### src/rtl/gpu_mem_pkg.sv
// Shared types and helpers for the data-memory arbiter and its channel FSMs.
package gpu_mem_pkg;

  typedef enum logic [2:0] {
    IDLE,
    READ_WAIT,
    WRITE_WAIT,
    READ_RELAY,
    WRITE_RELAY
  } chan_state_t;

  localparam int DEF_ADDR_BITS     = 8;
  localparam int DEF_DATA_BITS     = 8;
  localparam int DEF_NUM_CONSUMERS = 4;
  localparam int DEF_NUM_CHANNELS  = 1;

  // Consumer index width; a single requester still needs one bit.
  function automatic int idx_bits(input int n);
    return (n > 1) ? $clog2(n) : 1;
  endfunction

  function automatic int rr_wrap(input int base, input int step, input int n);
    return (base + step) % n;
  endfunction

endpackage

### src/rtl/mem_arb_channel.sv
// One memory channel: accepts a grant, drives the memory request, relays the
// response to the granted consumer and waits for that consumer to drop valid.
module mem_arb_channel
  import gpu_mem_pkg::*;
#(
  parameter int ADDR_BITS     = DEF_ADDR_BITS,
  parameter int DATA_BITS     = DEF_DATA_BITS,
  parameter int NUM_CONSUMERS = DEF_NUM_CONSUMERS,
  parameter int IDXW          = idx_bits(NUM_CONSUMERS)
) (
  input  logic                     clk,
  input  logic                     reset,
  input  logic                     grant,
  input  logic                     grant_read,
  input  logic [IDXW-1:0]          grant_idx,
  input  logic [ADDR_BITS-1:0]     grant_addr,
  input  logic [DATA_BITS-1:0]     grant_data,
  input  logic [NUM_CONSUMERS-1:0] consumer_read_valid,
  input  logic [NUM_CONSUMERS-1:0] consumer_write_valid,
  input  logic                     mem_read_ready,
  input  logic [DATA_BITS-1:0]     mem_read_data,
  input  logic                     mem_write_ready,
  output chan_state_t              state,
  output logic [IDXW-1:0]          idx,
  output logic                     mem_read_valid,
  output logic [ADDR_BITS-1:0]     mem_read_address,
  output logic                     mem_write_valid,
  output logic [ADDR_BITS-1:0]     mem_write_address,
  output logic [DATA_BITS-1:0]     mem_write_data,
  output logic                     read_ready,
  output logic                     write_ready,
  output logic [DATA_BITS-1:0]     read_data
);

  always_ff @(posedge clk or posedge reset) begin
    if (reset) begin
      state             <= IDLE;
      idx               <= '0;
      mem_read_valid    <= 1'b0;
      mem_read_address  <= '0;
      mem_write_valid   <= 1'b0;
      mem_write_address <= '0;
      mem_write_data    <= '0;
      read_ready        <= 1'b0;
      write_ready       <= 1'b0;
      read_data         <= '0;
    end else begin
      case (state)
        IDLE: begin
          if (grant) begin
            idx <= grant_idx;
            if (grant_read) begin
              state            <= READ_WAIT;
              mem_read_valid   <= 1'b1;
              mem_read_address <= grant_addr;
            end else begin
              state             <= WRITE_WAIT;
              mem_write_valid   <= 1'b1;
              mem_write_address <= grant_addr;
              mem_write_data    <= grant_data;
            end
          end
        end
        READ_WAIT: begin
          if (mem_read_ready) begin
            mem_read_valid <= 1'b0;
            read_ready     <= 1'b1;
            read_data      <= mem_read_data;
            state          <= READ_RELAY;
          end
        end
        WRITE_WAIT: begin
          if (mem_write_ready) begin
            mem_write_valid <= 1'b0;
            write_ready     <= 1'b1;
            state           <= WRITE_RELAY;
          end
        end
        // Holding here until the consumer drops valid also masks the memory's
        // lagging ready from the just-finished request.
        READ_RELAY: begin
          if (!consumer_read_valid[idx]) begin
            read_ready <= 1'b0;
            state      <= IDLE;
          end
        end
        WRITE_RELAY: begin
          if (!consumer_write_valid[idx]) begin
            write_ready <= 1'b0;
            state       <= IDLE;
          end
        end
        default: state <= IDLE;
      endcase
    end
  end

endmodule

### src/rtl/data_mem_arbiter.sv
// Shares NUM_CHANNELS data-memory channels among per-thread LSU requesters
// with a round-robin pick, a claim mask and consumer-side response muxing.
module data_mem_arbiter
  import gpu_mem_pkg::*;
#(
  parameter int ADDR_BITS     = DEF_ADDR_BITS,
  parameter int DATA_BITS     = DEF_DATA_BITS,
  parameter int NUM_CONSUMERS = DEF_NUM_CONSUMERS,
  parameter int NUM_CHANNELS  = DEF_NUM_CHANNELS
) (
  input  logic                                     clk,
  input  logic                                     reset,
  input  logic [NUM_CONSUMERS-1:0]                 consumer_read_valid,
  input  logic [NUM_CONSUMERS-1:0][ADDR_BITS-1:0]  consumer_read_address,
  output logic [NUM_CONSUMERS-1:0]                 consumer_read_ready,
  output logic [NUM_CONSUMERS-1:0][DATA_BITS-1:0]  consumer_read_data,
  input  logic [NUM_CONSUMERS-1:0]                 consumer_write_valid,
  input  logic [NUM_CONSUMERS-1:0][ADDR_BITS-1:0]  consumer_write_address,
  input  logic [NUM_CONSUMERS-1:0][DATA_BITS-1:0]  consumer_write_data,
  output logic [NUM_CONSUMERS-1:0]                 consumer_write_ready,
  output logic [NUM_CHANNELS-1:0]                  mem_read_valid,
  output logic [NUM_CHANNELS-1:0][ADDR_BITS-1:0]   mem_read_address,
  input  logic [NUM_CHANNELS-1:0]                  mem_read_ready,
  input  logic [NUM_CHANNELS-1:0][DATA_BITS-1:0]   mem_read_data,
  output logic [NUM_CHANNELS-1:0]                  mem_write_valid,
  output logic [NUM_CHANNELS-1:0][ADDR_BITS-1:0]   mem_write_address,
  output logic [NUM_CHANNELS-1:0][DATA_BITS-1:0]   mem_write_data,
  input  logic [NUM_CHANNELS-1:0]                  mem_write_ready
);

  localparam int IDXW = idx_bits(NUM_CONSUMERS);

  chan_state_t [NUM_CHANNELS-1:0]                 ch_state;
  logic        [NUM_CHANNELS-1:0][IDXW-1:0]       ch_idx;
  logic        [NUM_CHANNELS-1:0]                 ch_rrdy;
  logic        [NUM_CHANNELS-1:0]                 ch_wrdy;
  logic        [NUM_CHANNELS-1:0][DATA_BITS-1:0]  ch_rdata;

  logic        [NUM_CHANNELS-1:0]                 gnt;
  logic        [NUM_CHANNELS-1:0]                 gnt_rd;
  logic        [NUM_CHANNELS-1:0][IDXW-1:0]       gnt_idx;
  logic        [NUM_CHANNELS-1:0][ADDR_BITS-1:0]  gnt_addr;
  logic        [NUM_CHANNELS-1:0][DATA_BITS-1:0]  gnt_data;

  logic [IDXW-1:0]          rr_ptr, rr_next;
  logic [NUM_CONSUMERS-1:0] held, taken;
  logic [IDXW-1:0]          cand;
  logic                     found;

  // A consumer stays claimed from grant until its channel returns to IDLE.
  always_comb begin
    held = '0;
    for (int c = 0; c < NUM_CHANNELS; c++)
      if (ch_state[c] != IDLE) held[ch_idx[c]] = 1'b1;
  end

  // Channels resolve in index order; each grant is masked from later channels.
  always_comb begin
    taken    = held;
    rr_next  = rr_ptr;
    gnt      = '0;
    gnt_rd   = '0;
    gnt_idx  = '0;
    gnt_addr = '0;
    gnt_data = '0;
    cand     = '0;
    found    = 1'b0;
    for (int c = 0; c < NUM_CHANNELS; c++) begin
      found = 1'b0;
      if (ch_state[c] == IDLE) begin
        for (int k = 1; k <= NUM_CONSUMERS; k++) begin
          cand = IDXW'(rr_wrap(int'(rr_ptr), k, NUM_CONSUMERS));
          if (!found && !taken[cand] &&
              (consumer_read_valid[cand] || consumer_write_valid[cand])) begin
            found      = 1'b1;
            gnt[c]     = 1'b1;
            gnt_idx[c] = cand;
            // Read wins when both are pending; the write is picked up later.
            gnt_rd[c]   = consumer_read_valid[cand];
            gnt_addr[c] = consumer_read_valid[cand] ? consumer_read_address[cand]
                                                    : consumer_write_address[cand];
            gnt_data[c] = consumer_write_data[cand];
          end
        end
        if (found) begin
          taken[gnt_idx[c]] = 1'b1;
          rr_next           = gnt_idx[c];
        end
      end
    end
  end

  always_ff @(posedge clk or posedge reset) begin
    if (reset) rr_ptr <= IDXW'(NUM_CONSUMERS - 1);
    else       rr_ptr <= rr_next;
  end

  always_comb begin
    consumer_read_ready  = '0;
    consumer_write_ready = '0;
    consumer_read_data   = '0;
    for (int c = 0; c < NUM_CHANNELS; c++) begin
      if (ch_rrdy[c]) begin
        consumer_read_ready[ch_idx[c]] = 1'b1;
        consumer_read_data[ch_idx[c]]  = ch_rdata[c];
      end
      if (ch_wrdy[c]) consumer_write_ready[ch_idx[c]] = 1'b1;
    end
  end

  for (genvar c = 0; c < NUM_CHANNELS; c++) begin : g_chan
    mem_arb_channel #(
      .ADDR_BITS     (ADDR_BITS),
      .DATA_BITS     (DATA_BITS),
      .NUM_CONSUMERS (NUM_CONSUMERS),
      .IDXW          (IDXW)
    ) u_chan (
      .clk                  (clk),
      .reset                (reset),
      .grant                (gnt[c]),
      .grant_read           (gnt_rd[c]),
      .grant_idx            (gnt_idx[c]),
      .grant_addr           (gnt_addr[c]),
      .grant_data           (gnt_data[c]),
      .consumer_read_valid  (consumer_read_valid),
      .consumer_write_valid (consumer_write_valid),
      .mem_read_ready       (mem_read_ready[c]),
      .mem_read_data        (mem_read_data[c]),
      .mem_write_ready      (mem_write_ready[c]),
      .state                (ch_state[c]),
      .idx                  (ch_idx[c]),
      .mem_read_valid       (mem_read_valid[c]),
      .mem_read_address     (mem_read_address[c]),
      .mem_write_valid      (mem_write_valid[c]),
      .mem_write_address    (mem_write_address[c]),
      .mem_write_data       (mem_write_data[c]),
      .read_ready           (ch_rrdy[c]),
      .write_ready          (ch_wrdy[c]),
      .read_data            (ch_rdata[c])
    );
  end

endmodule

### config.mk
export PLATFORM = sky130hd
export DESIGN_NAME = data_mem_arbiter
export DESIGN_NICKNAME = d
export VERILOG_FILES = /design/src/rtl/gpu_mem_pkg.sv /design/src/rtl/mem_arb_channel.sv /design/src/rtl/data_mem_arbiter.sv
export SDC_FILE = /design/constraint.sdc
export NUM_CORES = 1
export LEC_CHECK = 0
export CORE_ASPECT_RATIO = 2
export CORE_UTILIZATION = 43
export DETAILED_ROUTE_END_ITERATION = 8
export HOLD_SLACK_MARGIN = 0.02
export PLACE_DENSITY_LB_ADDON = 0.15
export SETUP_SLACK_MARGIN = 0.05
export SLEW_MARGIN = 40
export SYNTH_ARGS = -nofsm -noshare
export SYNTH_HDL_FRONTEND = slang
export SYNTH_SLANG_ARGS = --single-unit
export TNS_END_PERCENT = 30
### constraint.sdc
create_clock -name clk -period 2.8 [get_ports clk]
set_input_delay 0.7 -clock clk [delete_from_list [all_inputs] [get_ports clk]]
set_output_delay 0.7 -clock clk [all_outputs]
set_load 0.01 [all_outputs]
Word level (Yosys, flattened, before mapping)
Cells that the tools add are included.
W data, S select, Z words.
{ "classes": {"reduce_logical": 35, "mux": 114, "magnitude_cmp": 6, "n_eq_ne": 11, "bitwise": 2, "n_addsub": 4} }
{ "ops": {"columns": ["operator", "count"], "rows": [
  ["$mux W8", 25],
  ["$bmux W8 S2", 12],
  ["$mux W1", 42],
  ["$and A32 B32 Y32", 1],
  ["$mux W32", 1],
  ["$bmux W1 S2", 14],
  ["$demux W8 S2", 1],
  ["$lt A2 B3 Y1 const B", 5],
  ["$mux W3", 5],
  ["$pmux W3 S5", 1],
  ["$mux W4", 3],
  ["$reduce_and A3 Y1", 4],
  ["$mux W2", 5],
  ["$ne A2 B2 Y1 const B", 5],
  ["$logic_and A1 B1 Y1", 8],
  ["$pmux W1 S2", 4],
  ["$reduce_and A4 Y1", 2],
  ["$reduce_bool A2 Y1", 4],
  ["$logic_not A1 Y1", 7],
  ["$eq A3 B2 Y1 const B", 2],
  ["$reduce_and A2 Y1", 3],
  ["$reduce_and A5 Y1", 1],
  ["$add A2 B1 Y2 const B", 2],
  ["$add A2 B2 Y2 const B", 2],
  ["9 further kinds", 13]
]} }
{ "totals": {"register_bits": 43, "out_inout_bits": 66, "inputBits": 116, "elab_cells": 183} }

Logic depth before layout (Yosys ltp)
Gate-level depths: netlist (run 1).
{ "logic_depth": {"ltp_word": 29, "depth_mapped": 13, "depth_no_buf": 7} }

Cells and area by module
From an unflattened synthesis (run 1), not the netlist that was laid out.
{ "unflattened": {"cells_unflattened": 590, "hier_area_um2": 5667.9} }
{ "by_module_without_submodules": {"columns": ["module", "seq_area_each_um2", "n_inst", "area_each_um2", "cells_per_inst"], "rows": [
  ["data_mem_arbiter", 52.6, 1, 3910.0, 475],
  ["mem_arb_channel", 1026.0, 1, 1757.9, 115]
]} }

Worst setup path after synthesis (run 1)
Ideal clock, no wire load.
{ "synth_timing": {"path_kind": "flip-flop to flip-flop", "start": "reg rr_ptr[0]", "end": "reg g_chan[0].u_chan.mem_read_address[3]", "slack_ps": -142, "setup_time_ps": 128, "n_path_buf": 3, "t_required_ps": 2672, "synth_period_minus_slack_ps": 2942, "t_arrival_ps": 2815, "stages_incl_launch_ff": 10, "path_cell_list": "dfstp_2 > buf_6 > buf_6 > buf_1 > mux4_2 > mux2_2 > o21ai_0 > o31ai_1 > a211o_1 > mux2_1"} }
{ "synth_via": {"elab_chain_cells": 23, "word_cells_on_any_way": 86, "cone_classes": "add/sub (4); mux (63); reduce/logical (19)"} }
{ "synth_rtl": {"columns": ["element", "line", "text"], "rows": [
  ["from (decl)", "data_mem_arbiter.sv:45", "logic [IDXW-1:0] rr_ptr, rr_next;"],
  ["from (signal assigned)", "data_mem_arbiter.sv:94", "if (reset) rr_ptr <= IDXW'(NUM_CONSUMERS - 1);"],
  ["from (signal assigned)", "data_mem_arbiter.sv:95", "else rr_ptr <= rr_next;"],
  ["$add A2 B1 Y2", "gpu_mem_pkg.sv:23", "return (base + step) % n;"],
  ["$bmux W1 S2 (on tied branches)", null, null],
  ["$mux W1 (on tied branches)", null, null],
  ["$logic_not A1 Y1 / $logic_or A1 B1 Y1 (equally long branches)", "data_mem_arbiter.sv:73, data_mem_arbiter.sv:74", null],
  ["$logic_and A1 B1 Y1", "data_mem_arbiter.sv:73", "if (!found && !taken[cand] &&"],
  ["$mux W1", "data_mem_arbiter.sv:73", null],
  ["$mux W1", "data_mem_arbiter.sv:70", "if (ch_state[c] == IDLE) begin"],
  ["$logic_not A1 Y1", "data_mem_arbiter.sv:73", null],
  ["(+5 left out)", null, null],
  ["$logic_and A1 B1 Y1 (2 in series)", "data_mem_arbiter.sv:73", null],
  ["$mux W1", "data_mem_arbiter.sv:73", null],
  ["$mux W1", "data_mem_arbiter.sv:70", null],
  ["$logic_not A1 Y1", "data_mem_arbiter.sv:73", null],
  ["$logic_and A1 B1 Y1 (2 in series)", "data_mem_arbiter.sv:73", null],
  ["$mux W1", "data_mem_arbiter.sv:73", null],
  ["$mux W1", "data_mem_arbiter.sv:70", null],
  ["$reduce_and A3 Y1 (no source line)", null, null],
  ["to (signal assigned)", "mem_arb_channel.sv:55", "mem_read_address <= grant_addr;"],
  ["to (decl)", "mem_arb_channel.sv:26", "output logic [ADDR_BITS-1:0] mem_read_address,"]
]} }
Parallel ways exist; a longest one is shown, timed or not. The select of a mux whose other input is x is not followed.
A chain may end at the register's enable or synchronous reset.

Final worst setup path (run 1)
{ "layout_timing": {"start": "reg rr_ptr[0]", "end": "reg g_chan[0].u_chan.mem_write_address[2]"} }
{ "layout_via": {"elab_chain_cells": 24, "word_cells_on_any_way": 87, "cone_classes": "add/sub (4); mux (63); bitwise (1); reduce/logical (19)"} }
{ "layout_rtl": {"columns": ["element", "line", "text"], "rows": [
  ["$add A2 B1 Y2", "gpu_mem_pkg.sv:23", null],
  ["$bmux W1 S2 (on tied branches)", null, null],
  ["$mux W1 (on tied branches)", null, null],
  ["$logic_not A1 Y1 / $logic_or A1 B1 Y1 (equally long branches)", "data_mem_arbiter.sv:73, data_mem_arbiter.sv:74", null],
  ["$logic_and A1 B1 Y1", "data_mem_arbiter.sv:73", null],
  ["$mux W1", "data_mem_arbiter.sv:73", null],
  ["$mux W1", "data_mem_arbiter.sv:70", null],
  ["$logic_not A1 Y1", "data_mem_arbiter.sv:73", null],
  ["(+7 left out)", null, null],
  ["$mux W1", "data_mem_arbiter.sv:73", null],
  ["$mux W1", "data_mem_arbiter.sv:70", null],
  ["$logic_not A1 Y1", "data_mem_arbiter.sv:73", null],
  ["$logic_and A1 B1 Y1 (2 in series)", "data_mem_arbiter.sv:73", null],
  ["$mux W1", "data_mem_arbiter.sv:73", null],
  ["$mux W1", "data_mem_arbiter.sv:70", null],
  ["$not A1 Y1 (no source line)", null, null],
  ["$reduce_and A3 Y1 (no source line)", null, null],
  ["to (signal assigned)", "mem_arb_channel.sv:59", "mem_write_address <= grant_addr;"],
  ["to (decl)", "mem_arb_channel.sv:28", "output logic [ADDR_BITS-1:0] mem_write_address,"]
]} }
Parallel ways exist; a longest one is shown, timed or not. The select of a mux whose other input is x is not followed.

==> results.sh, run 1 <==
export IMPL_synth_simple_area_share=0.0972
export IMPL_required_ps=2980
export IMPL_hp_class="reg -> reg"
export IMPL_startpoint_type="register"
export IMPL_drc=0
export IMPL_yosys_area_top_type="mux4_2"
export IMPL_rows=58
export IMPL_rr_worst_depth=12
export IMPL_grt_max_degree=58
export IMPL_yosys_top_cells_area="mux4_2 29%, dfrtp_1 19%, mux2_2 10%, a221oi_1 5.1%, mux2i_1 4.6%"
export IMPL_synth_adder_area_share=0
export IMPL_wl_met3_um=895
export IMPL_vdd_drop_max_mv=0.696
export IMPL_violations="negative setup slack"
export IMPL_die_y_um=162
export IMPL_firstDrtPassIters=8
export IMPL_synth_seq_cells=43
export IMPL_cts_tree="yes"
export IMPL_worst_pin_slew_ps=640
export IMPL_place_gp_congestion=0.865
export IMPL_met1_length_mm=5.86
export IMPL_maxSlewHeadroom=0.573
export IMPL_final_core_util=0.748
export IMPL_cts_max_path_buffers=2
export IMPL_vias_per_cell=6.25
export IMPL_finalPower_uw=12500
export IMPL_path_clk_slew_ps=70
export IMPL_htree_levels=2
export IMPL_antenna_found_initial=0
export IMPL_finClkSkew_ps=5.18
export IMPL_start_util=0.439
export IMPL_wl_met2_mm=11.2
export IMPL_cts_buffers=5
export IMPL_die_area_mm2=0.0132
export IMPL_num_vias=5748
export IMPL_synth_top_family_by_area="multiplexers"
export IMPL_grt_pass1_vias=5859
export IMPL_synth_xor_area_frac=0.0132
export IMPL_synth_seq_area_share=0.197
export IMPL_ioPinCount=182
export IMPL_wirelength_mm=19.3
export IMPL_synth_net_count=590
export IMPL_synth_area_per_cell_um2=11.6
export IMPL_port_buffers=181
export IMPL_hold_violations=0
export IMPL_fmaxAchievable_mhz=353
export IMPL_p_per_area_mw_per_mm2=1330
export IMPL_rrSetupSlack_ps=-30
export IMPL_synth_cells=474
export IMPL_synth_top_area_frac=0.292
export IMPL_finalSetupTns_ps=-334
export IMPL_period_share=1.01
export IMPL_yosys_warnings=0
export IMPL_fin_ws_ps=-28.9
export IMPL_arrival_ps=3010
export IMPL_dr_max_layer_used="met4"
export IMPL_ys_flop_type="dfrtp_1"
export IMPL_rsz0062_at_grt="yes"
export IMPL_yosys_mux_area_fraction=0.503
export IMPL_drtIter0Drc=201
export IMPL_die_x_um=81.9
export IMPL_crit_type="reg -> reg"
export IMPL_drv_slew=0
export IMPL_gr_usage_all_layers=0.283
export IMPL_grt_pass1_wl_mm=28.2
export IMPL_drv_cap=0
export IMPL_ant_nets=0
export IMPL_setup_viol=19
export IMPL_yosysMostFrequentCell="mux4_2"
export IMPL_syn_to_final_growth_pct=70.3
export IMPL_dp_hpwl_mm=14.3
export IMPL_hold_depth=1
export IMPL_synth_edf_count=0
export IMPL_p_leak_uw=0.00380
export IMPL_nets=885
export IMPL_worstPathMaxFanout=7
export IMPL_synthArstFlopShare=1.00
export IMPL_end_kind="register"
export IMPL_clock_sinks=43
export IMPL_antenna_cells=0
export IMPL_fin_crit_ps=2830
export IMPL_fill_cells=858
export IMPL_cts_root_buf="clkbuf_16"
export IMPL_synth_commonest_cells="71 x mux4_2, 51 x mux2_2, 41 x dfrtp_1"
export IMPL_synth_compound_area_frac=0.141
export IMPL_status="finished with violations"
export IMPL_whs_ps=507
export IMPL_fp_coreArea_mm2=0.0125
export IMPL_globalRoute_totalOverflow=0
export IMPL_layout_drive_gt1_share=0.479
export IMPL_netlist_area_mm2=0.00548
export IMPL_clk_latency_ps=290
export IMPL_cts_hold_buffers=0
export IMPL_synth_cell_types=55
export IMPL_wire_per_inst_um=21.0
==> critical path, cell delays in order (launching register included) <==
cell	delay [ps]
dfstp_4	700
buf_8	170
buf_6	130
nand2b_4	60
o211a_4	280
mux2i_4	220
buf_6	140
and4_4	230
nand3_2	70
o31a_1	130
buf_6	140
buf_8	130
mux2_4	290
==> cell type report <==
class	instances	area [µm²]	share of cell area
flip-flops and latches	43	1090	0.117
inverters	8	33.8	0.00362
well taps	150	188	0.0201
multi-input cells	378	4610	0.493
clock inverters	3	46.3	0.00496
clock buffers	5	125	0.0134
repair buffers	333	3250	0.348
==> logic make-up (layout without fill, tap and decap cells) <==
logic type,Yosys count,in the layout
muxes,173,173
buffers and inverters,54,349
xor gates and xnor gates,5,5
AOI/OAI and AO/OA,101,102
and+or+nand+nor,98,98
DFF,43,43
==> flip-flops by register name, summed over array words and instances, names as in the netlist <==
name and cells:
g_chan.u_chan.write_ready 1, g_chan.u_chan.read_ready 1, rr_ptr 2, g_chan.u_chan.mem_write_valid 1
g_chan.u_chan.state 3, g_chan.u_chan.mem_read_address 8, g_chan.u_chan.mem_read_valid 1, g_chan.u_chan.idx 2
g_chan.u_chan.mem_write_address 8, g_chan.u_chan.mem_write_data 8, g_chan.u_chan.read_data 8
==> report_power, final <==
group	switching [µW]	internal, µW
clock network	269	424
registers	334	971
logic	4770	5690
==> final timing paths <==
kind,start,endpoint
max in group asynchronous,reset,g_chan[0].u_chan.mem_write_address[1]$_DFFE_PP0P_
min in group asynchronous,reset,g_chan[0].u_chan.mem_write_data[1]$_DFFE_PP0P_
hold / removal,g_chan[0].u_chan.mem_read_valid$_DFFE_PP0P_,g_chan[0].u_chan.mem_read_valid$_DFFE_PP0P_
hold reg to reg,g_chan[0].u_chan.mem_read_valid$_DFFE_PP0P_,g_chan[0].u_chan.mem_read_valid$_DFFE_PP0P_
setup reg to reg,rr_ptr[0]$_DFFE_PP1P_,g_chan[0].u_chan.mem_write_address[2]$_DFFE_PP0P_
setup / recovery,rr_ptr[0]$_DFFE_PP1P_,g_chan[0].u_chan.mem_write_address[2]$_DFFE_PP0P_
==> routing by layer <==
layer,track usage,vias to the layer above
met4,0.181,0
met3,0.0287,78
met2,0.550,272
li1,-,2546
met1,0.259,2852
met5,0,-
==> placed cells by master, fill, tap and decap left out, types with 4 or more instances in the layout <==
cell             synthesis  layout
a211o_1                  8       8
a21oi_1                  6       6
a221oi_1                32      14
a221oi_2                 0      15
and2_1                  32      32
buf_12                   0      10
buf_4                    2     116
buf_6                    5      19
clkbuf_16                0       7
clkdlybuf4s50_1          0     170
dfrtp_1                 41      39
dlygate4sd2_1            0       7
inv_1                    7       6
mux2_2                  51      45
mux2_4                   8      28
mux2i_1                 25      24
mux4_2                  71      71
nand2_1                 12      11
nor2_1                  28      22
nor2_4                   0       4
nor3b_1                  6       4
o21ai_0                  9       9
o21ai_1                  9       4
o21ai_2                  0       5
o31ai_1                  9       9
o32ai_1                  9       7
==> metrics by stage <==
step | worst slack (ps) | area [µm²] | instances
floorplan | -19.6 | 5530 | 474
detailed placement | -668 | 8290 | 880
global route | -87.3 | 9340 | 920
CTS | -28.5 | 8790 | 900
global placement | -602 | 8290 | 880
finish | -28.9 | 9340 | 920
==> timing repair <==
action,4_1_cts,5_1_grt
setup buffers,8,20
resized for setup,52,84
endpoints found under the setup margin,59,59
endpoints found under the hold margin,0,0
pin swaps,17,28
gates cloned,4,2
Power figures use the tool's default switching activity.
==> run 2, diff against run 1 <==
Settings changed: CORE_ASPECT_RATIO 2 to 1.4.
==> run 2 against run 1 <==
  * The flow still finishes with violations (negative setup slack)
  * Non-clock buffer count fell by 12
  * Critical path depth did not move
  * Critical endpoint is now g_chan[0].u_chan.mem_write_address[1]$_DFFE_PP0P_
  * Power fell by 5.2%
  * Via count fell by 2.0%
  * Die area fell by 0.16%
  * Largest cell class unchanged
  * Highest routed layer unchanged
  * Cell count fell by 1.3%
  * Sequential power fell by 5%
  * Combinational power fell by 6%
==> results.sh, run 2 (same netlist as run 1, synthesis figures left out) <==
export IMPL_end_kind="register"
export IMPL_met1_usage=0.304
export IMPL_path_clk_slew_ps=70
export IMPL_p_sw_frac=0.421
export IMPL_slowest_delay_ps=690
export IMPL_ant_nets=0
export IMPL_clock_sinks=43
export IMPL_p_seq_frac=0.105
export IMPL_power_switching_uw=4980
export IMPL_drv_slew=0
export IMPL_path_cells="buf_12 -> xor3_1 -> o32a_4 -> nor2_4 -> buf_4 -> buf_4 -> buf_4 -> nand4_1 -> buf_4 -> nor2_1 -> a211o_1 -> mux2_4"
export IMPL_p_per_area_mw_per_mm2=1320
export IMPL_period_share=1.03
export IMPL_die_x_um=97.4
export IMPL_vias_per_cell=6.21
export IMPL_crit_type="reg -> reg"
export IMPL_drc=0
export IMPL_place_area_mm2=0.00827
export IMPL_violations="negative setup slack"
export IMPL_htree_levels=2
export IMPL_fp_coreArea_mm2=0.0124
export IMPL_rr_worst_depth=12
export IMPL_rsz0062_at_grt="yes"
export IMPL_wire_per_inst_um=20.4
export IMPL_whs_ps=477
export IMPL_final_common_cell="clkdlybuf4s50_1"
export IMPL_fin_crit_ps=2890
export IMPL_use_met3=0.0330
export IMPL_hold_depth=1
export IMPL_clk_latency_ps=300
export IMPL_startpoint_type="register"
export IMPL_worstPathMaxFanout=8
export IMPL_fin_ws_ps=-93.4
export IMPL_p_int_uw=6840
export IMPL_antenna_found_initial=0
export IMPL_layout_common_cells="173 x clkdlybuf4s50_1, 115 x buf_4, 72 x mux4_2, 50 x mux2_2, 40 x dfrtp_1"
export IMPL_maxSlewHeadroom=0.535
export IMPL_grt_max_degree=45
export IMPL_setup_viol=21
export IMPL_drtIter0Drc=268
export IMPL_die_y_um=136
export IMPL_die_area_mm2=0.0132
export IMPL_finalSetupTns_ps=-1260
export IMPL_cts_buffers=5
export IMPL_ioPinCount=182
export IMPL_reg2reg_from="rr_ptr[1]$_DFFE_PP1P_"
export IMPL_grt_pass1_vias=5853
export IMPL_firstDrtPassIters=4
export IMPL_drv_cap=0
export IMPL_p_clk_frac=0.059
export IMPL_required_ps=3040
export IMPL_layout_drive_gt1_share=0.430
export IMPL_worst_path_most_repeated_cell="buf_4"
export IMPL_final_cell_area_mm2=0.00895
export IMPL_syn_to_final_growth_pct=63.1
export IMPL_slowest_stage="dfstp_4"
export IMPL_power_frac_comb=0.836
export IMPL_rows=48
export IMPL_hold_violations=0
export IMPL_holdCritStartpoint="g_chan[0].u_chan.mem_read_valid$_DFFE_PP0P_"
export IMPL_p_leak_uw=0.00361
export IMPL_cts_max_path_buffers=2
export IMPL_min_to="g_chan[0].u_chan.mem_read_valid$_DFFE_PP0P_"
export IMPL_finClkSkew_ps=5.69
export IMPL_antenna_cells=0
export IMPL_cp_buffers_inverters=5
export IMPL_grt_pass1_wl_mm=28.7
export IMPL_vdd_drop_max_mv=0.812
export IMPL_busiest_layer="met2"
export IMPL_worst_pin_slew_ps=696
export IMPL_path_delay_family="flip-flops"
export IMPL_cts_hold_buffers=0
export IMPL_globalRoute_totalOverflow=0
export IMPL_cts_root_buf="clkbuf_16"
export IMPL_gr_usage_all_layers=0.273
export IMPL_rrSetupSlack_ps=-90
export IMPL_port_buffers=181
export IMPL_cts_tree="yes"
export IMPL_dp_hpwl_mm=13.4
export IMPL_grt_use_met2=0.510
export IMPL_hp_class="reg -> reg"
export IMPL_nets=873
export IMPL_fmaxAchievable_mhz=346
export IMPL_start_util=0.443
export IMPL_arrival_ps=3130
export IMPL_place_gp_congestion=0.885
export IMPL_num_vias=5635
export IMPL_wirelength_mm=18.5
export IMPL_status="finished with violations"
export IMPL_r2r_end="g_chan[0].u_chan.mem_write_address[1]$_DFFE_PP0P_"
run 2: changes by cell type in the layout (fill, tap and decap cells not counted), moves of 4 or more:
| cell | before | now |
|---|---|---|
| mux2_2 | 45 | 50 |
| buf_6 | 19 | 9 |
| a221oi_1 | 14 | 30 |
| mux2_4 | 28 | 19 |
| o21ai_2 | 5 | 1 |
| a221oi_2 | 15 | 2 |
| mux2_1 | 3 | 7 |
| o21ai_1 | 4 | 8 |
run 2: power by group through the flow:
| stage | registers [µW] | logic [µW] | clock network, µW |
|---|---|---|---|
| global route | 1280 | 10500 | 725 |
| floorplan | 1210 | 5460 | 0 |
| finish | 1240 | 9880 | 696 |
| global placement | 1240 | 8250 | 0 |
| CTS | 1240 | 9500 | 711 |
| detailed placement | 1250 | 8480 | 0 |
run 2: timing repair:
action                     CTS  global route
setup endpoints to repair   36            36
resized for setup           57            19
setup buffers               14             3
pin swaps                   10             6
cloned                       3             1
run 2: how the worst max path moves through the flow:
stage | start | end | slack (ps) | cells after the start
2_1_floorplan | consumer_read_valid[2] | g_chan[0].u_chan.mem_write_address[0]$_DFFE_PP0P_ | -20 | 11
3_3_place_gp | consumer_read_valid[3] | g_chan[0].u_chan.mem_read_address[5]$_DFFE_PP0P_ | -520 | 8
3_5_place_dp | consumer_read_valid[3] | g_chan[0].u_chan.mem_read_address[5]$_DFFE_PP0P_ | -600 | 8
4_1_cts | rr_ptr[1]$_DFFE_PP1P_ | g_chan[0].u_chan.mem_write_data[5]$_DFFE_PP0P_ | -20 | 9
5_1_grt | rr_ptr[1]$_DFFE_PP1P_ | g_chan[0].u_chan.mem_write_data[0]$_DFFE_PP0P_ | -140 | 9
6_report | rr_ptr[1]$_DFFE_PP1P_ | g_chan[0].u_chan.mem_write_address[1]$_DFFE_PP0P_ | -90 | 12
run 2: per-layer routing:
layer	vias to the layer above	routed length, µm
li1	2524	-
met1	2777	6550
met2	287	9910
met3	47	1220
met4	0	811
met5	-	0
run 2: final cells by class:
cell class	instances	area [µm²]
multi-input cells	378	4330
fillers	884	3430
repair buffers	321	3130
flip-flops and latches	43	1090
well taps	150	188
clock buffers	5	125
clock inverters	3	46.3
inverters	8	32.5
run 2: stage by stage:
step                      std cells  utilization  power [µW]  setup WS [ps]
after floorplan                 474            -        6670          -19.6
after global placement          879        0.669        9490           -519
after detailed placement        879        0.669        9730           -597
after CTS                       904        0.714       11400          -18.1
after global routing            908        0.723       12500           -135
final                           908        0.723       11800          -93.4
